==> src/rtl/maze_pkg.sv <==
// Shared maze types: move direction encoding and path player state encoding.
// Used by the solver controller, the datapath and the path player.
package maze_pkg;

  localparam int unsigned DIR_W = 2;

  // Move encoding of one path-list entry
  localparam logic [DIR_W-1:0] DIR_UP    = 2'b00;  // y-1
  localparam logic [DIR_W-1:0] DIR_RIGHT = 2'b01;  // x+1
  localparam logic [DIR_W-1:0] DIR_LEFT  = 2'b10;  // x-1
  localparam logic [DIR_W-1:0] DIR_DOWN  = 2'b11;  // y+1

  typedef enum logic [2:0] {
    PS_IDLE,
    PS_CHECK,
    PS_STEP,
    PS_OUT,
    PS_HOLD,
    PS_DONE
  } player_state_e;

endpackage

==> src/rtl/maze_step_timer.sv <==
// Loadable down-counter that times the dwell after each accepted move.
// Ports:
//   clk, rst  - clock, synchronous active-high reset
//   load      - load load_val (has priority over en)
//   en        - decrement by one, stops at zero
//   load_val  - value loaded on load
//   zero      - counter currently holds zero
module maze_step_timer #(
  parameter int unsigned W = 2
) (
  input  logic         clk,
  input  logic         rst,
  input  logic         load,
  input  logic         en,
  input  logic [W-1:0] load_val,
  output logic         zero
);

  logic [W-1:0] cnt;

  // Counter register
  always_ff @(posedge clk) begin
    if (rst) begin
      cnt <= '0;
    end else if (load) begin
      cnt <= load_val;
    end else if (en && (cnt != '0)) begin
      cnt <= cnt - W'(1);
    end
  end

  assign zero = (cnt == '0);

endmodule

==> src/rtl/maze_path_player.sv <==
// Replays the solved path list as a sequence of (x, y) positions.
// Ports:
//   clk, rst          - clock, synchronous active-high reset
//   read_checkList    - start request from the controller (level)
//   list_empty        - path list has no entries
//   list_data         - head entry of the path list
//   list_pop          - consume head entry this cycle
//   pos_x, pos_y      - current position
//   move_valid        - new position presented, held until move_ready
//   move_ready        - consumer accepts position
//   move_count        - moves emitted since start (saturating)
//   busy              - playback in progress
//   finished_reading  - one-cycle pulse when the list is drained
module maze_path_player
  import maze_pkg::*;
#(
  parameter int unsigned XW   = 4,
  parameter int unsigned YW   = 4,
  parameter int unsigned HOLD = 4,
  parameter int unsigned CW   = 8
) (
  input  logic             clk,
  input  logic             rst,
  input  logic             read_checkList,
  input  logic             list_empty,
  input  logic [DIR_W-1:0] list_data,
  output logic             list_pop,
  output logic [XW-1:0]    pos_x,
  output logic [YW-1:0]    pos_y,
  output logic             move_valid,
  input  logic             move_ready,
  output logic [CW-1:0]    move_count,
  output logic             busy,
  output logic             finished_reading
);

  // Dwell counter only needs to hold HOLD-1; keep at least one bit
  localparam int unsigned   TW        = (HOLD > 1) ? $clog2(HOLD) : 1;
  localparam logic [TW-1:0] HOLD_LOAD = TW'(HOLD - 1);

  player_state_e    state;
  player_state_e    state_nxt;
  logic [DIR_W-1:0] dir;
  logic             tmr_load;
  logic             tmr_en;
  logic             tmr_zero;

  // State register
  always_ff @(posedge clk) begin
    if (rst) begin
      state <= PS_IDLE;
    end else begin
      state <= state_nxt;
    end
  end

  // Next-state and output decode
  always_comb begin
    state_nxt        = state;
    list_pop         = 1'b0;
    move_valid       = 1'b0;
    busy             = 1'b1;
    finished_reading = 1'b0;
    tmr_load         = 1'b0;
    tmr_en           = 1'b0;
    case (state)
      PS_IDLE: begin
        busy = 1'b0;
        if (read_checkList) begin
          state_nxt = PS_CHECK;
        end
      end
      PS_CHECK: begin
        if (list_empty) begin
          state_nxt = PS_DONE;
        end else begin
          list_pop  = 1'b1;
          state_nxt = PS_STEP;
        end
      end
      PS_STEP: begin
        state_nxt = PS_OUT;
      end
      PS_OUT: begin
        move_valid = 1'b1;
        if (move_ready) begin
          tmr_load  = 1'b1;
          state_nxt = PS_HOLD;
        end
      end
      PS_HOLD: begin
        // Timer was loaded with HOLD-1, so this state lasts HOLD cycles
        tmr_en = 1'b1;
        if (tmr_zero) begin
          state_nxt = PS_CHECK;
        end
      end
      PS_DONE: begin
        finished_reading = 1'b1;
        state_nxt        = PS_IDLE;
      end
      default: begin
        state_nxt = PS_IDLE;
      end
    endcase
  end

  // Position, move counter and latched direction
  always_ff @(posedge clk) begin
    if (rst) begin
      pos_x      <= '0;
      pos_y      <= '0;
      move_count <= '0;
      dir        <= DIR_UP;
    end else begin
      case (state)
        PS_IDLE: begin
          if (read_checkList) begin
            pos_x      <= '0;
            pos_y      <= '0;
            move_count <= '0;
          end
        end
        PS_CHECK: begin
          if (!list_empty) begin
            dir <= list_data;
          end
        end
        PS_STEP: begin
          // Coordinates wrap modulo the maze size
          case (dir)
            DIR_UP:    pos_y <= pos_y - YW'(1);
            DIR_RIGHT: pos_x <= pos_x + XW'(1);
            DIR_LEFT:  pos_x <= pos_x - XW'(1);
            default:   pos_y <= pos_y + YW'(1);
          endcase
          if (move_count != '1) begin
            move_count <= move_count + CW'(1);
          end
        end
        default: begin
        end
      endcase
    end
  end

  maze_step_timer #(
    .W (TW)
  ) u_step_timer (
    .clk      (clk),
    .rst      (rst),
    .load     (tmr_load),
    .en       (tmr_en),
    .load_val (HOLD_LOAD),
    .zero     (tmr_zero)
  );

endmodule

==> config.mk <==
export PLATFORM = sky130hd
export DESIGN_NAME = maze_path_player
export DESIGN_NICKNAME = d
export VERILOG_FILES = /design/src/rtl/maze_pkg.sv /design/src/rtl/maze_step_timer.sv /design/src/rtl/maze_path_player.sv
export SDC_FILE = /design/constraint.sdc
export NUM_CORES = 1
export LEC_CHECK = 0
export CAP_MARGIN = 20
export CORE_MARGIN = 2
export CORE_UTILIZATION = 51
export CTS_CLUSTER_SIZE = 40
export DETAILED_ROUTE_END_ITERATION = 12
export HOLD_SLACK_MARGIN = 0.1
export PLACE_DENSITY = 0.78
export SKIP_LAST_GASP = 1
export SLEW_MARGIN = 20
export SYNTH_ARGS = -nofsm -noshare
export SYNTH_HDL_FRONTEND = slang
export SYNTH_HIERARCHICAL = 1
export SYNTH_SLANG_ARGS = --single-unit
==> constraint.sdc <==
create_clock -name clk -period 2.7 [get_ports clk]
set_input_delay 0.81 -clock clk [delete_from_list [all_inputs] [get_ports clk]]
set_output_delay 0.81 -clock clk [all_outputs]
set_load 0.01 [all_outputs]
==> qor.csv <==
stage,metric,value,unit
timing,FMAX,388,MHz
power_and_ir_drop,power density over the cells,417,nW/um2
route,Routed Antenna Nets,0,
power_and_ir_drop,peak supply drop,0.319,mV
layout,ant diodes,0,
layout,number of nets in the layout,220,
yosys,Synth Area in XOR/XNOR,0.0304,
setup_path,Crit. Startpoint,list_empty,
layout,"commonest non-fill, non-tap cell in the layout",clkdlybuf4s50_1,
clock_network,CTS max path bufs,2,
timing,max-slew violation count,0,
timing,setup TNS,0,ns
global_route,GRT Util Overall,0.205,
global_route,initial antenna violation count,0,
yosys,most common flop cell mapped by yosys,dfxtp_1,
global_route,gr busiest metal,met2,
setup_path,Setup CP Type,in -> out,
floorplan,die area,3270,um2
setup_path,crit-path max FO,3,
yosys,multiplexer share of the synthesized area,0.0286,
yosys,asr flop ratio synth,0,
setup_path,CP top delay family,buffers and inverters,
timing,Final period util,0.955,
setup_path,"Slowest-stage cell, CP",clkdlybuf4s50_1,
yosys,"Seq/Total Area, Yosys",0.319,
setup_path,Setup crit start kind,input pin,
setup_path,Critical Path RT,1.89,ns
setup_path,worst r2r src,dir[0],
setup_path,worst r2r path cells,7,
route,vias,1395,
global_route,vias in the first global route,1274,
setup_path,Critical Path AT,1.77,ns
floorplan,IO Count,27,
yosys,largest family of logic cells by synthesized area,simple AND/OR/NAND/NOR gates,
setup_path,CP Cell Sequence,"clkdlybuf4s50_1, nor3b_2, dlygate4sd2_1",
route,total wire length,3160,um
clock_network,clock root buffer,clkbuf_4,
setup_path,critical path buffer and inverter count,2,
global_route,first-pass GRT wire length,5460,um
route,DRT Pass-1 Iters,4,
setup_path,R2R setup slack,0.56,ns
setup_path,stages on the worst setup path,3,
power_and_ir_drop,Leak,0.639,nW
floorplan,Starting Density,0.532,
placement,post-DP HPWL,2410,um
route,DRC,0,
yosys,Yosys warnings,6,
clock_network,clk_lat worst skew,0.31,ns
yosys,synth unique cells,50,
layout,area grow syn2layout,23.6,%
clock_network,H-tree depth,1,
yosys,"flops & latches, synth",23,
yosys,syn_area_per_cell,8.38,um2
yosys,Post-Synth Adder-Cell Area,0.0955,
clock_network,clock sinks,23,
yosys,Post-Synthesis Cells,172,
global_route,pin count of the biggest net entering global routing,18,
outcome,status,completed,
clock_network,CTS tree,yes,
floorplan,Row Count,19,
yosys,"EDFF count, synth",0,
setup_path,r2r endpoint,pos_y[3],
job,max_cap viols,0,
setup_path,CP endpoint kind,output pin,
setup_path,Crit path largest cell delay,0.46,ns
route,drt initial violations,65,
route,drt wl/cell,13.6,um
layout,share of cells above drive strength 1,0.0945,
global_route,met1 Use GR,0.252,
hold_path,hold path endpoint,pos_x[3],
route,vias per std cell,6.01,
placement,port bufs,26,
clock_network,Post-CTS Setup Bufs,0,
clock_network,Worst-path clk slew,0.12,ns
timing,Final Skew,0.00529,ns
hold_path,hold path startpoint,pos_x[3],
timing,unrepaired setup endpoints after global routing,no,
placement,"Cell Area, Placed",1750,um2
timing,min cycle time layout,2.58,ns
yosys,area fraction in compound gates after synthesis,0.228,
layout,most frequent cells in the layout,"25 x clkdlybuf4s50_1, 23 x dfxtp_1, 21 x nor2_1",
clock_network,CTS Buf Count,3,
placement,routability cong.,0.814,
floorplan,Die Ht,57.2,um
yosys,post-synthesis simple-gate area fraction,0.258,
timing,Final setup viols,0,
hold_path,Worst Hold Class,reg -> reg,
global_route,met2 track utilization from global routing,0.366,
timing,final hold vios,0,
hold_path,Hold Path Depth,2,
yosys,"Cell Area, Synth",1440,um2
layout,Post-Route Utilization,0.657,
layout,design area,1780,um2
floorplan,Die X,57.2,um
clock_network,post-cts hold buffer count,0,
global_route,met3 usage,0.0317,
clock_network,post-cts resize count,2,
global_route,grt ovf,0,
floorplan,Core ar.,2710,um2
layout,Filler cells,248,
-- synth_stat cells (all sizes together), types with 2 or more instances --
| cell | number | share of area |
|---|---|---|
| a211oi | 3 | 0.019 |
| mux2i | 3 | 0.021 |
| and3 | 2 | 0.0087 |
| clkbuf | 3 | 0.0078 |
| nor4 | 3 | 0.023 |
| dfxtp | 23 | 0.32 |
| o211ai | 2 | 0.010 |
| o21a | 2 | 0.010 |
| nand2 | 10 | 0.026 |
| a31oi | 5 | 0.022 |
| a22oi | 4 | 0.021 |
| or2 | 3 | 0.013 |
| and2 | 2 | 0.0087 |
| o31ai | 3 | 0.016 |
| nand3b | 4 | 0.021 |
| inv | 8 | 0.021 |
| nor3 | 3 | 0.010 |
| buf | 3 | 0.0087 |
| nor2 | 22 | 0.063 |
| o21ai | 6 | 0.021 |
| a21oi | 12 | 0.042 |
| xor2 | 2 | 0.012 |
| xnor2 | 3 | 0.018 |
| ha | 11 | 0.095 |
| nand4 | 2 | 0.0087 |
| nor2b | 2 | 0.014 |
| or4 | 3 | 0.016 |
| nand3 | 5 | 0.017 |
| o22ai | 2 | 0.0087 |
-- area by class of cell --
cell class | instances | area [um2] | share of cell area
Multi-Input combinational cell | 136 | 936 | 0.525
Sequential cell | 23 | 460 | 0.258
Timing Repair Buffer | 30 | 289 | 0.162
Tap cell | 31 | 38.8 | 0.0218
Inverter | 8 | 30.0 | 0.0169
Clock buffer | 3 | 22.5 | 0.0126
Clock inverter | 1 | 5.00 | 0.00281
-- power breakdown --
group / switching, mW / internal (mW)
clock network: 0.106 / 0.0553
registers: 0.0173 / 0.353
logic: 0.114 / 0.0980
-- kinds of logic after synthesis --
| group | Yosys count |
|---|---|
| fa+ha+maj | 11 |
| compound gates | 48 |
| flops | 23 |
| mux | 4 |
| buf+inv | 14 |
| xor+xnor | 5 |
| simple gates | 66 |
| other cells | 1 |
-- per-layer routing --
| metal | wire (um) | up-vias |
|---|---|---|
| met5 | 0 | - |
| met4 | 39 | 0 |
| met3 | 144 | 6 |
| met2 | 1530 | 40 |
| met1 | 1450 | 654 |
| li1 | - | 695 |
-- tightest hold or removal path, stage by stage, from the launching register on --
cell and delay [ns]:
dfxtp_1 0.35, nand2_1 0.06, a31oi_1 0.07
-- through the flow --
stage / hold WS [ns] / setup WS, ns / std cells / power [mW]
5_1_grt: 0.559 / 0.0304 / 232 / 0.792
4_1_cts: 0.523 / 0.113 / 232 / 0.750
3_3_place_gp: 0.492 / -0.219 / 228 / 0.579
3_5_place_dp: 0.501 / -0.235 / 228 / 0.588
2_1_floorplan: 0.490 / 0.516 / 173 / 0.515
6_report: 0.523 / 0.120 / 232 / 0.743
-- registers in the layout, indices dropped and copies added (netlist names) --
name              count
u_step_timer/cnt      2
dir                   2
state                 3
pos_x                 4
move_count            8
pos_y                 4
-- worst max-delay path by stage --
stage | slack [ns] | to
6_report | 0.12 | list_pop
5_1_grt | 0.03 | move_valid
4_1_cts | 0.11 | list_pop
3_5_place_dp | -0.23 | list_pop
3_3_place_gp | -0.22 | list_pop
2_1_floorplan | 0.52 | list_pop
Power figures use the tool's default switching activity.
==> patch (same settings) <==
Set the parameter `HOLD` to 8 (it was 4).
--- a/src/rtl/maze_path_player.sv
+++ b/src/rtl/maze_path_player.sv
@@ -17,5 +17,5 @@
   parameter int unsigned XW   = 4,
   parameter int unsigned YW   = 4,
-  parameter int unsigned HOLD = 4,
+  parameter int unsigned HOLD = 8,
   parameter int unsigned CW   = 8
 ) (
Formal check against the unedited RTL: not equivalent (a bounded check fails within 10 cycles, from zero or initial values and one cycle with rst high).
==> patch against the original RTL <==
- sequential power grew 4%
- sequential cell count grew 1
- routed wire length grew 4.9%
- design area grew 3.9%
- largest cell class unchanged
- utilization grew 0.79 points
- setup slack lost 7.2 ps
- clock power grew 20%
- count of clock-buffer cells in the layout grew 1
- area after synthesis grew 3.9%
- largest power group unchanged
- clock skew grew 2.7 ps
- non-clock buffer count is the same
- total power grew 7.5%
==> patch: results (changes against the original RTL) <==
** Outcome
- Status: finished clean (unchanged).

** Global route
- The overall track demand over capacity in global routing came to 21.16% (was 20.48%).
- The first-pass GRT wire length was 5809 um (was 5457 um).
- The number of global-route vias before repair is 1,370 (was 1,274).
- The largest net degree at the start of global routing came to 17 (was 18).

** Worst hold path
- Tightest Hold Check Type :: reg2reg (unchanged)
- Worst hold start :: u_step_timer/cnt[2] (was pos_x[3])

** Setup path
- Arrival time at the worst endpoint :: 1780 ps
- The first element of the critical path is list_empty (unchanged).
- The startpoint of the worst register-to-register path was dir[1] (was dir[0]).
- Worst setup slack for register-to-register paths :: 610 ps (was 560 ps)
- The worst setup path endpoint was list_pop (unchanged).

** Synth
- The number of unique standard cell types used by synthesis came to 49 (was 50).
- The Yosys warning count was 6 (unchanged).
- The sequential-to-total area share from yosys stat came to 32.08% (was 31.94%).
- The most used flip-flop cell after synthesis is dfxtp_1 (unchanged).
- The number of cells produced by synthesis was 179 (was 172).
- Commonest cells post-synth :: dfxtp_1, nor2_1, a21oi_1, ha_1, nand2_1 (was dfxtp_1, nor2_1, a21oi_1)
- Synth area leaders :: dfxtp_1, ha_1, nor2_1 (unchanged)

** Placement
- Port buffer count :: 26 (unchanged)
- The total half-perimeter wirelength after legalization and detailed placement was 2447 um (was 2415 um).
- The final RePlAce weighted congestion came to 0.7587 (was 0.8142).
- Cell count after placement :: 236 (was 228)
- Post-Place Cell Area :: 1810 um2 (was 1750 um2)
- The worst setup timing slack at the placement stage was -285.1 ps (was -234.5 ps).

** Cells and area
- Diodes inserted :: 0 (unchanged)
- The fraction of final layout cells with drive strength greater than 1 came to 8.612% (was 9.453%).
- Top Registers :: move_count x8, pos_x x4, pos_y x4 (unchanged)
- The final net count came to 229 (was 220).

** Detailed routing
- Number of violations reported at the end of detailed-routing iteration 0 :: 59 (was 65)
- Post-detailed-route via-to-cell ratio :: 5.833 (was 6.013)
- The routed wire length per instance was 13.82 um (was 13.63 um).
- Wire length after detailed routing :: 3317 um (was 3163 um)

** Pwr
- Static leakage power :: 0.6860 nW (was 0.6391 nW)
- The worst supply voltage drop on vdd was 328.6 uV (was 318.8 uV).

** Clock tree
- The buffer type at the clock tree root is clkbuf_4 (unchanged).
- The buffers inserted during post-CTS setup optimization came to 0 (unchanged).
- The clock tree buffer depth came to 2 (unchanged).
- Clock-pin slew was measured on the worst setup and hold paths at 130 ps.
- The number of H-tree branching levels is 1 (unchanged).

** Timing
- Layout Skew :: 8.007 ps (was 5.288 ps)
- The timing-limited maximum frequency is 0.3866 GHz (was 0.3876 GHz).
==> patch: cell count changes after synthesis, sizes merged <==
cell,change
nor2b,-1
a31oi,+2
o211ai,-1
inv,+1
ha,+1
nor2,-1
or3,+2
a211oi,-1
nand3b,+1
nand2,+1
dfxtp,+1
nand2b,+1
o21a,+1
==> patch: timing repair <==
| action | 4_1_cts | 5_1_grt |
|---|---|---|
| hold buffers | 0 | 0 |
| resized for setup | 2 | 0 |
| endpoints found under the setup margin | 1 | 0 |
==> patch: cell type report <==
class                      count  area [um2]
inverter                       9       33.78
tap                           31       38.79
fill                         248       930.9
sequential                    24       480.5
clock buffer                   4       36.28
timing repair buffer          30       289.0
multi-input combinational    142       972.2
==> patch: how the worst min path moves through the flow <==
stage	end	slack, ps	depth (start not counted)
6_report	u_step_timer/cnt[2]	520	2
5_1_grt	u_step_timer/cnt[2]	560	2
4_1_cts	u_step_timer/cnt[2]	520	2
3_5_place_dp	u_step_timer/cnt[2]	500	2
3_3_place_gp	pos_y[3]	490	2
2_1_floorplan	u_step_timer/cnt[1]	470	2
==> patch: cell families (layout without fill, tap and decap cells) <==
| family | count (synthesis) | after routing | synth area share (%) |
|---|---|---|---|
| other cells | 1 | 3 | 0.2504 |
| fa+ha+maj | 12 | 12 | 10.02 |
| flops | 24 | 24 | 32.08 |
| xor+xnor | 5 | 5 | 2.925 |
| buf+inv | 15 | 43 | 3.843 |
| simple gates | 69 | 69 | 26.15 |
| mux | 4 | 4 | 2.757 |
| compound gates | 49 | 49 | 21.97 |
==> patch: layer usage <==
layer,vias to the layer above,part of all wire (%),GRT usage [%]
li1,726,-,-
met1,642,50,29.09
met2,30,46,34.58
met3,2,3.3,2.232
met4,0,0.42,7.309
met5,-,0,0
==> patch: power breakdown <==
| group | switching, mW | total [mW] | internal [mW] |
|---|---|---|---|
| registers | 0.0178 | 0.387 | 0.369 |
| logic | 0.117 | 0.218 | 0.101 |
| clock network | 0.112 | 0.194 | 0.0823 |
==> patch: stage by stage <==
step           TNS, ps  util, %
2_1_floorplan        0        -
3_3_place_gp    -269.4    65.09
3_5_place_dp    -285.1    65.09
4_1_cts              0    66.53
5_1_grt              0    66.53
6_report             0    66.53
==> patch: worst max-delay path: stages <==
cell	delay, ps
clkdlybuf4s50_1	450
nor3b_2	220
dlygate4sd2_1	290
